==> src/rtl/timing_counter_param.sv <==
// WIDTH-bit up/down period/interval counter with programmable terminal value,
// synchronous clear/load, and free-running (wrap) or one-shot (stop) modes.
module timing_counter_param #(
  parameter int unsigned           WIDTH     = 8,
  parameter logic [WIDTH-1:0]      RESET_VAL = '0
) (
  input  logic             clk,
  input  logic             reset_n,
  input  logic             en,
  input  logic             clr,
  input  logic             load,
  input  logic [WIDTH-1:0] load_val,
  input  logic             dir,
  input  logic             mode,
  input  logic [WIDTH-1:0] limit,
  output logic [WIDTH-1:0] count,
  output logic             tc,
  output logic             done
);

  logic [WIDTH-1:0] count_q, count_d;
  logic             tc_q, tc_d;
  logic             done_q, done_d;
  logic             term;

  // Up counting treats anything at or above limit as terminal so an
  // out-of-range load wraps instead of running off to 2^WIDTH.
  assign term = dir ? (count_q >= limit) : (count_q == '0);

  always_comb begin
    count_d = count_q;
    tc_d    = 1'b0;
    done_d  = done_q;
    if (clr) begin
      count_d = RESET_VAL;
      done_d  = 1'b0;
    end else if (load) begin
      count_d = load_val;
      done_d  = 1'b0;
    end else if (en && !done_q) begin
      if (!term) begin
        count_d = dir ? count_q + WIDTH'(1) : count_q - WIDTH'(1);
      end else begin
        tc_d = 1'b1;
        if (mode) begin
          done_d = 1'b1;
        end else begin
          count_d = dir ? '0 : limit;
        end
      end
    end
  end

  always_ff @(posedge clk or negedge reset_n) begin
    if (!reset_n) begin
      count_q <= RESET_VAL;
      tc_q    <= 1'b0;
      done_q  <= 1'b0;
    end else begin
      count_q <= count_d;
      tc_q    <= tc_d;
      done_q  <= done_d;
    end
  end

  assign count = count_q;
  assign tc    = tc_q;
  assign done  = done_q;

endmodule

==> config.mk <==
export PLATFORM = sky130hd
export DESIGN_NAME = timing_counter_param
export DESIGN_NICKNAME = d
export VERILOG_FILES = /design/src/rtl/timing_counter_param.sv
export SDC_FILE = /design/constraint.sdc
export NUM_CORES = 1
export LEC_CHECK = 0
export CORE_ASPECT_RATIO = 0.9
export CORE_MARGIN = 1
export CORE_UTILIZATION = 30
export CTS_CLUSTER_DIAMETER = 120
export DETAILED_ROUTE_END_ITERATION = 8
export GPL_ROUTABILITY_DRIVEN = 0
export SETUP_SLACK_MARGIN = 0.1
export SYNTH_ARGS = -nofsm -noshare
export SYNTH_HDL_FRONTEND = slang
export SYNTH_SLANG_ARGS = --single-unit
==> constraint.sdc <==
create_clock -name clk -period 4.2 [get_ports clk]
set_clock_uncertainty 0.05 [all_clocks]
set_input_delay 0.63 -clock clk [delete_from_list [all_inputs] [get_ports clk]]
set_output_delay 0.63 -clock clk [all_outputs]
set_load 0.02 [all_outputs]
# == Word-level counts from Yosys, hierarchy flattened ==
# Cells that the tools add are included.
# totals
regBits,10
input_bits,23
out_inout_bits,10
elab_cells,32
# classes
addsub,2
magnitude_cmp,1
eq_ne,1
mux,17
n_reduce_logical,8
# ops
operator,count
$mux W8,7
$mux W1,10
$reduce_bool A3 Y1,3
$add A8 B1 Y8 const B,1
$ge A8 B8 Y1,1
$logic_not A8 Y1,1
$sub A8 B1 Y8 const B,1
$ne A4 B4 Y1 const B,1
$reduce_and A3 Y1,1
$reduce_and A2 Y1,1
$logic_and A1 B1 Y1,1
$logic_not A1 Y1,1

# == Depth between registers and ports, before layout ==
# Gate-level depths: netlist (run 1).
# depth
depth_word,6
ltp_mapped,8
ltp_nobuf,8

# == Worst setup path after synthesis (run 1) ==
# OpenSTA, ideal clock, no wires.
# synth_timing
path_kind,input port to flip-flop
startpoint,input limit[6]
endpoint,register count_q[6] (netlist: count[6])
setup_ns,0.125
arrival_ns,2.362
required_time_ns,4.025
setup_slack_ns,1.663
cell_stages,8
n_path_buf,0
cell_sequence,inv_1 > ha_1 > a21oi_1 > nor2b_1 > or4_4 > o2111ai_4 > nand2_4 > mux2_4
# synth_between
elab_chain_len,6
word_cells_on_any_way,10
classes_between,order compare (1); eq/ne (1); mux (7); reduce/logical (1)
# synth_rtl
element,line,source
"start, declared",15,"input logic [WIDTH-1:0] limit,"
$ge A8 B8 Y1 / $mux W8 (equally long branches),"28, 48",
$mux W1 / $mux W8 (equally long branches),"28, 45",
$mux W8,41,if (!term) begin
$mux W8,40,end else if (en && !done_q) begin
$mux W8,37,end else if (load) begin
$mux W8,34,if (clr) begin
"end signal, assigned",60,count_q <= count_d;
"end, declared",21,"logic [WIDTH-1:0] count_q, count_d;"
# Parallel ways exist; a longest one is shown, timed or not. The select of a mux whose other input is x is not followed.
# A chain may end at the register's enable or synchronous reset.

# == Worst setup path after layout (run 1) ==
# layout_timing
startpoint,input limit[6]
endpoint,register count_q[2] (netlist: count[2])
# layout_between
elab_chain_len,6
word_cells_on_any_way,8
classes_between,order compare (1); eq/ne (1); mux (5); reduce/logical (1)
# layout_rtl
element,line,source
$ge A8 B8 Y1 (*),28,assign term = dir ? (count_q >= limit) : (count_q == '0);
$mux W1 (*),28,
$mux W8,41,
$mux W8,40,
$mux W8,37,
$mux W8,34,
# Every way passes the cells marked *; elsewhere a longest branch is shown, timed or not. The select of a mux whose other input is x is not followed.

==> results of run 1 <==
[worst max-delay path by stage]
stage / startpoint / endpoint / slack (ps) / cells past startpoint
floorplan: limit[6] / count[6]$_DFFE_PN0P_ / 1660 / 8
global placement: limit[6] / count[0]$_DFFE_PN0P_ / 930 / 8
detailed placement: limit[6] / count[2]$_DFFE_PN0P_ / 920 / 8
CTS: limit[6] / count[2]$_DFFE_PN0P_ / 1150 / 8
global route: limit[6] / count[2]$_DFFE_PN0P_ / 1030 / 8
finish: limit[6] / count[2]$_DFFE_PN0P_ / 1140 / 8
[kinds of logic (layout without fill, tap and decap cells)]
logic type | Yosys count | in the layout | share of synthesized area, %
XOR/XNOR | 6 | 6 | 4.86
AND/OR/NAND/NOR | 28 | 28 | 13.8
adder cells (fa/ha/maj) | 15 | 15 | 18.1
multiplexers | 2 | 2 | 2.31
flip-flops | 10 | 10 | 23.1
AO/OA/AOI/OAI | 44 | 44 | 33.3
buffers and inverters | 13 | 47 | 4.51
[power by group through the flow]
| stage | Sequential (µW) | Clock (µW) | Combinational [µW] |
|---|---|---|---|
| floorplan | 138 | 0 | 133 |
| CTS | 129 | 97.3 | 228 |
| global placement | 130 | 0 | 223 |
| finish | 129 | 94.7 | 228 |
| detailed placement | 130 | 0 | 227 |
| global route | 131 | 103 | 253 |
[flip-flops by register name (all words and copies together), names as in the netlist]
name	count
count	8
done	1
tc	1
[area by class of cell]
class	instances	area [µm²]
Multi-Input combinational cell	95	782
Inverter	12	45.0
Clock buffer	3	41.3
Tap cell	44	55.1
Timing Repair Buffer	32	320
Sequential cell	10	250
Fill cell	346	1910
[metrics by stage]
stage | instance area, µm² | setup WS (ps) | util [%] | instances | hold slack (ps)
2_1_floorplan | 1080 | 1660 | - | 118 | 284
3_3_place_gp | 1450 | 926 | 42.7 | 193 | 446
3_5_place_dp | 1450 | 923 | 42.7 | 193 | 457
4_1_cts | 1490 | 1150 | 43.9 | 196 | 467
5_1_grt | 1490 | 1030 | 43.9 | 196 | 490
6_report | 1490 | 1140 | 43.9 | 196 | 466
[placed cells by master (no fill, tap or decap), types with 2 or more instances in the layout]
cell type / n
clkdlybuf4s50_1: 32
ha_1: 14
inv_1: 11
dfrtp_1: 10
nor2_1: 9
a21oi_1: 7
a221oi_1: 6
o2111ai_1: 6
o2bb2ai_1: 6
nand2_1: 4
xnor2_1: 4
nand2b_1: 3
o21ai_0: 3
a211oi_1: 3
nor4_1: 3
o211ai_1: 3
clkbuf_8: 3
nor2b_1: 2
nand3_1: 2
xor2_1: 2
o21a_1: 2
[critical path, delay by kind of cell]
kind            cells  cell delay [ps]
compound gates      4             1510
simple gates        1              110
buf+inv             2              590
fa+ha+maj           1              290
[routing by layer]
layer	share of wire [%]	routed length [µm]
met5	0	0
met4	0	0
met3	5.0	152
met2	46	1420
met1	49	1490
==> impl_metrics.tcl, run 1 <==
set metrics [dict create \
    synth.distinct_cells 37 \
    cp-end-kind "register" \
    cts_hold_buf 0 \
    dr.first_iter.drc_count 29 \
    cts_setup_buffers 0 \
    drv_slew 0 \
    n_antenna_cell 0 \
    reg2reg_slack_ps 1480 \
    finalHoldViolCount 0 \
    slowest_stage "a211oi_1" \
    worst_pin_slew_ps 882 \
    p_sw_share_pct 37.6 \
    rr_worst_depth 8 \
    synth_top_cell_area_share_pct 23.1 \
    p_comb_share_pct 50.5 \
    drcViolationCount 0 \
    wl_per_cell_um 15.6 \
    ir_drop_uv 210 \
    synthCells 118 \
    power_leakage_uw 0.000617 \
    cellPowerDensity_mw_per_mm2 303 \
    cp.arrival_ps 3120 \
    grt_antenna_before_repair 0 \
    synth_warnings 0 \
    r2r_start "count[0]$_DFFE_PN0P_" \
    hold-path-endpoint "done$_DFFE_PN0P_" \
    total_power_uw 452 \
    ys_ff_latch 10 \
    clk_pin_slew_ps 40 \
    setup_violations 0 \
    start_util_pct 31.8 \
    nNetsFinal 192 \
    wl_um 3060 \
    ctsResizeCount 0 \
    clkPwrFrac_pct 21.0 \
    crit_required_ps 4250 \
    yosys_most_used_dff "dfrtp_1" \
    synthTopCellsByArea "dfrtp_1 23%, ha_1 16%, a221oi_1 4.9%, o2111ai_1 4.9%, o2bb2ai_1 4.9%" \
    ios 33 \
    hp-start "done$_DFFE_PN0P_" \
    maxSlewHeadroom_pct 40.8 \
    die_w_um 65.3 \
    grt_util_met3_pct 5.23 \
    clock_latency_ps 230 \
    cts_sinks 10 \
    numCtsBuffers 3 \
    synth_most_common_cell "ha_1" \
    power_frac_seq_pct 28.6 \
    power.switching_uw 170 \
    die_h_um 59.0 \
    synth_commonest_cells "14 x ha_1, 11 x inv_1, 10 x dfrtp_1, 9 x nor2_1, 7 x a21oi_1" \
    port-buffer-count 32 \
    clock_tree.root_cell "clkbuf_8" \
    antenna_left 0 \
    drive_above_1_share_pct 7.24 \
    grt_pass1_vias 1082 \
    vias_per_cell 5.56 \
    synth_area_mm2 0.00108 \
    met1_usage_pct 22.9 \
    synth_area_per_cell_um2 9.16 \
    finalCriticalPeriod_ps 3060 \
    grt_pass1_wl_um 5090 \
    criticalPathCategory "input port to register" \
    worstPathCellList "clkdlybuf4s50_1 -> inv_1 -> ha_1 -> nand3_1 -> a211oi_1 -> o21ai_2 -> a221oi_1 -> o2bb2ai_1" \
    num_rows 20 \
    grt_max_degree 13 \
    num_vias 1090 \
    syn-num-nets 156 \
    overflow 0 \
    rr_endpoint "count[2]$_DFFE_PN0P_" \
    max_stage_delay_ps 720 \
    core_mm2 0.00340 \
    rsz0062_at_grt "false" \
    dp_hpwl_um 2510 \
    grt_util_met2_pct 29.3 \
    cts_max_level 1 \
    synthArstFlopShare_pct 100 \
    synthToLayoutAreaGrowth_pct 38.2 \
    hold_depth 1 \
    cts_buffer_depth 2 \
    critPathLaunchType "input port" \
    gr-max-usage-layer "met2" \
    drv_cap 0 \
    synth_top_cell_by_area "dfrtp_1" \
    hold_class "register to register" \
    setup-tns-final_ps 0 \
    layout_worst_path_cycle_share_pct 73.0 \
    status "completed" \
    cts_tree "yes" \
    fmaxAchievable_mhz 326 \
    intPower_uw 282 \
    die-area_mm2 0.00385 \
    cp_max_fo 8 \
    track_usage_pct 17.6 \
    synth_edf_count 0 \
    synth-seq-area-share_pct 23.1 \
    first_pass_iters 4 \
]
(Power assumes the default switching activity.)
==> inputs of run 2 (changes only) <==
Clock period 4.2 ns to 2.69 ns, I/O delays scaled along.
==> impl_metrics.tcl, run 2 (same netlist as run 1, synthesis figures left out) <==
set metrics [dict create \
    status "completed" \
    cts_max_level 1 \
    n_antenna_cell 0 \
    synthToLayoutAreaGrowth_pct 54.3 \
    power_frac_seq_pct 25.6 \
    vias_per_cell 5.25 \
    finalNonFillerCells 214 \
    p_comb_share_pct 50.9 \
    dr.first_iter.drc_count 40 \
    cts_tree "yes" \
    setup_violations 0 \
    intPower_uw 503 \
    num_vias 1123 \
    start_util_pct 31.8 \
    placed_cells 209 \
    wl_per_cell_um 14.9 \
    worstPathCellList "clkdlybuf4s50_1 -> inv_1 -> ha_1 -> a21oi_2 -> nor2_1 -> or4_4 -> o2111ai_4 -> nand2_4 -> mux2_4" \
    fmaxAchievable_mhz 402 \
    wl_um 3190 \
    rsz0062_at_grt "true" \
    layout_worst_path_cycle_share_pct 92.4 \
    crit_required_ps 2750 \
    cts_hold_buf 0 \
    cp.arrival_ps 2550 \
    drv_cap 0 \
    criticalPathCategory "input port to register" \
    numCtsBuffers 3 \
    cp-end-kind "register" \
    ir_drop_uv 281 \
    overflow 0 \
    finalHoldViolCount 0 \
    first_pass_iters 4 \
    clock_latency_ps 240 \
    ios 33 \
    largest_register_ffs 8 \
    cts_buffer_depth 2 \
    nNetsFinal 209 \
    grt_max_degree 11 \
    drcViolationCount 0 \
    mostFrequentLayoutCells "31 x clkdlybuf4s50_1, 16 x buf_4, 14 x ha_1" \
    worst_pin_slew_ps 472 \
    cp_max_fo 4 \
    rr_endpoint "count[3]$_DFFE_PN0P_" \
    max_stage_delay_ps 500 \
    grt_antenna_before_repair 0 \
    p_sw_share_pct 36.2 \
    fin_util_pct 49.0 \
    cts_sinks 10 \
    maxSlewHeadroom_pct 68.4 \
    clk_pin_slew_ps 50 \
    final_common_cell "clkdlybuf4s50_1" \
    finalCriticalPeriod_ps 2490 \
    rr_worst_depth 10 \
    num_rows 20 \
    hold_class "input port to async pin" \
    cellPowerDensity_mw_per_mm2 472 \
    track_usage_pct 18.1 \
    die_w_um 65.3 \
    clock_tree.root_cell "clkbuf_8" \
    antenna_left 0 \
    r2r_start "count[0]$_DFFE_PN0P_" \
    dp_hpwl_um 2580 \
    core_mm2 0.00340 \
    die-area_mm2 0.00385 \
    slowest_stage "clkdlybuf4s50_1" \
    grt_pass1_wl_um 5240 \
    drv_slew 0 \
    cp-startpoint "limit[4]" \
    port-buffer-count 32 \
    clkPwrFrac_pct 23.5 \
    power.switching_uw 285 \
    critPathLaunchType "input port" \
    power_leakage_uw 0.000723 \
    setup-tns-final_ps 0 \
    drive_above_1_share_pct 20.0 \
    reg2reg_slack_ps 360 \
    grt_pass1_vias 1139 \
    die_h_um 59.0 \
]
run 2: changes by cell type in the layout (fill, tap and decap cells not counted), moves of 2 or more:
| cell | before | now |
|---|---|---|
| a221oi_1 | 6 | 3 |
| buf_4 | 0 | 16 |
| a21oi_1 | 7 | 5 |
| a21oi_2 | 0 | 2 |
| a221oi_2 | 0 | 3 |
run 2: how the worst max path moves through the flow:
stage	end	slack [ps]	cells after the start
floorplan	count[6]$_DFFE_PN0P_	260	8
global placement	count[6]$_DFFE_PN0P_	-120	9
detailed placement	count[6]$_DFFE_PN0P_	-140	9
CTS	count[0]$_DFFE_PN0P_	90	10
global route	count[4]$_DFFE_PN0P_	80	10
finish	count[6]$_DFFE_PN0P_	200	9
run 2: per-stage QoR:
stage | hold slack, ps | setup slack, ps | total power (µW) | area [µm²]
6_report | 441 | 204 | 788 | 1670
5_1_grt | 460 | 75.4 | 848 | 1670
4_1_cts | 446 | 91.0 | 777 | 1630
3_5_place_dp | 475 | -141 | 586 | 1570
3_3_place_gp | 449 | -120 | 578 | 1570
2_1_floorplan | 57.9 | 260 | 422 | 1080
run 2: area by class of cell:
| class | instances | area [µm²] |
|---|---|---|
| Clock buffer | 4 | 55.1 |
| Multi-Input combinational cell | 95 | 808 |
| Sequential cell | 10 | 250 |
| Tap cell | 44 | 55.1 |
| Fill cell | 340 | 1740 |
| Inverter | 12 | 45.0 |
| Timing Repair Buffer | 49 | 454 |
run 2: timing repair:
item | CTS | global route
pin swaps | 4 | 5
setup buffers | 0 | 1
gates cloned | 0 | 0
resized for setup | 0 | 7
endpoints found under the setup margin | 1 | 8
run 2: layer usage:
| layer | up-vias | GRT usage [%] | wire [µm] |
|---|---|---|---|
| li1 | 569 | - | - |
| met1 | 526 | 23.1 | 1490 |
| met2 | 28 | 31.7 | 1550 |
| met3 | 0 | 5.04 | 144 |
| met4 | 0 | 1.86 | 0 |
| met5 | - | 0 | 0 |
run 2: power groups by stage:
stage	combinational, µW	sequential [µW]	clock (µW)
floorplan	207	215	0
global placement	375	203	0
detailed placement	382	205	0
CTS	385	203	189
global route	443	205	199
finish	401	202	185
run 2: critical path: cells and delay by family:
family | cells | cell delay (ps)
buffers and inverters | 2 | 550
AND/OR/NAND/NOR | 3 | 590
multiplexers | 1 | 300
adder cells (fa/ha/maj) | 1 | 310
AO/OA/AOI/OAI | 2 | 390
==> inputs of run 3 (changes only) <==
Settings changed: RECOVER_POWER set to 50.
==> impl_metrics.tcl, run 3 (same netlist as run 1, synthesis figures left out) <==
set metrics [dict create \
    grt_max_degree 11 \
    clock_tree.root_cell "clkbuf_8" \
    reg2reg_slack_ps 350 \
    clk_pin_slew_ps 50 \
    cellPowerDensity_mw_per_mm2 470 \
    fillers 340 \
    die_w_um 65.3 \
    cp.arrival_ps 2550 \
    num_vias 1125 \
    fmaxAchievable_mhz 402 \
    drive_above_1_share_pct 20.0 \
    hold_depth 1 \
    track_usage_pct 18.1 \
    cp-end-kind "register" \
    cts_tree "yes" \
    cts_sinks 10 \
    ir_drop_uv 279 \
    worst_path_dominant_cell_family "simple AND/OR/NAND/NOR gates" \
    nNetsFinal 209 \
    crit_required_ps 2750 \
    dr.first_iter.drc_count 33 \
    first_pass_iters 4 \
    n_antenna_cell 0 \
    setup-tns-final_ps 0 \
    port-buffer-count 32 \
    rr_endpoint "count[3]$_DFFE_PN0P_" \
    total_power_uw 784 \
    layout_worst_path_cycle_share_pct 92.4 \
    slowest_stage "clkdlybuf4s50_1" \
    finalCriticalPeriod_ps 2490 \
    finalNonFillerCells 214 \
    rsz0062_at_grt "true" \
    worstPathCellList "clkdlybuf4s50_1 -> inv_1 -> ha_1 -> a21oi_2 -> nor2_1 -> or4_4 -> o2111ai_4 -> nand2_4 -> mux2_4" \
    criticalPathCategory "input port to register" \
    dp_hpwl_um 2580 \
    hold-path-endpoint "done$_DFFE_PN0P_" \
    r2r_start "count[0]$_DFFE_PN0P_" \
    max_stage_delay_ps 500 \
    overflow 0 \
    finalHoldViolCount 0 \
    timing.hold.ws_ps 487 \
    drv_slew 0 \
    setup_violations 0 \
    fin_ws_ps 203 \
    dpl_worst_slack_ps -141 \
    synthToLayoutAreaGrowth_pct 54.3 \
    final_common_cell "clkdlybuf4s50_1" \
    grt_pass1_vias 1139 \
    hold_class "register to register" \
    antenna_left 0 \
    ios 33 \
    die-area_mm2 0.00385 \
    cp-startpoint "limit[4]" \
    maxSlewHeadroom_pct 68.1 \
    status "completed" \
    hp-start "done$_DFFE_PN0P_" \
    cp_max_fo 4 \
    numCtsBuffers 3 \
    cts_hold_buf 0 \
    cts_max_level 1 \
    path_buf_inv 2 \
    drv_cap 0 \
    die_h_um 59.0 \
    clock_latency_ps 240 \
    wl_per_cell_um 14.9 \
    rr_worst_depth 10 \
    cts_buffer_depth 2 \
    critPathLaunchType "input port" \
    mostFrequentLayoutCells "25 x clkdlybuf4s50_1, 16 x buf_4, 14 x ha_1" \
    largest_register_ffs 8 \
    grt_pass1_wl_um 5240 \
    placed_cells 209 \
    multi_input_area_um2 808 \
    worst_pin_slew_ps 477 \
    drcViolationCount 0 \
    num_rows 20 \
    vias_per_cell 5.26 \
    regArea_um2 250 \
    start_util_pct 31.8 \
    wl_um 3190 \
    power_leakage_uw 0.000736 \
    core_mm2 0.00340 \
    grt_antenna_before_repair 0 \
]
## run 3: cell count changes in the layout (fill, tap and decap cells not counted), sizes merged
cell           change
dlygate4sd3        +6
clkdlybuf4s50      -6
## run 3: report_power, final
part           internal, µW  switching, µW
sequential              169           32.6
clock                   128           56.5
combinational           202            196
## run 3: layout make-up
class	instances	area share, %
clock buffer	4	3.30
inverter	12	2.70
multi-input combinational	95	48.5
sequential	10	15.0
tap	44	3.30
timing repair buffer	49	27.2
## run 3: what timing repair did
action,CTS,global route
setup buffers,0,1
resized for setup,0,7
endpoints found under the setup margin,1,8
pin swaps,4,5
## run 3: per-stage QoR
stage | utilization (%) | area, µm²
final | 49.0 | 1670
after global routing | 49.0 | 1670
after CTS | 47.8 | 1630
after detailed placement | 46.2 | 1570
after global placement | 46.2 | 1570
after floorplan | - | 1080
## run 3: worst max path at each step
stage,end,slack [ps],depth (start not counted)
after floorplan,count[6]$_DFFE_PN0P_,260,8
after global placement,count[6]$_DFFE_PN0P_,-120,9
after detailed placement,count[6]$_DFFE_PN0P_,-140,9
after CTS,count[0]$_DFFE_PN0P_,90,10
after global routing,count[4]$_DFFE_PN0P_,80,10
final,count[6]$_DFFE_PN0P_,200,9
## run 3: worst register-to-register path, stage by stage, from the launching register on
cell	delay (ps)
dfrtp_1	460
inv_1	150
ha_1	290
nand2b_1	90
nand3_1	100
a211oi_1	210
buf_4	180
o21ai_2	60
buf_4	170
a221oi_1	340
o2bb2ai_1	120
## run 3: routing by layer
layer / wire length (µm) / GRT usage, % / vias to the layer above
met1: 1490 / 23.1 / 533
met4: 0 / 1.86 / 0
li1: - / - / 567
met2: 1570 / 31.7 / 25
met3: 132 / 5.04 / 0
met5: 0 / 0 / -
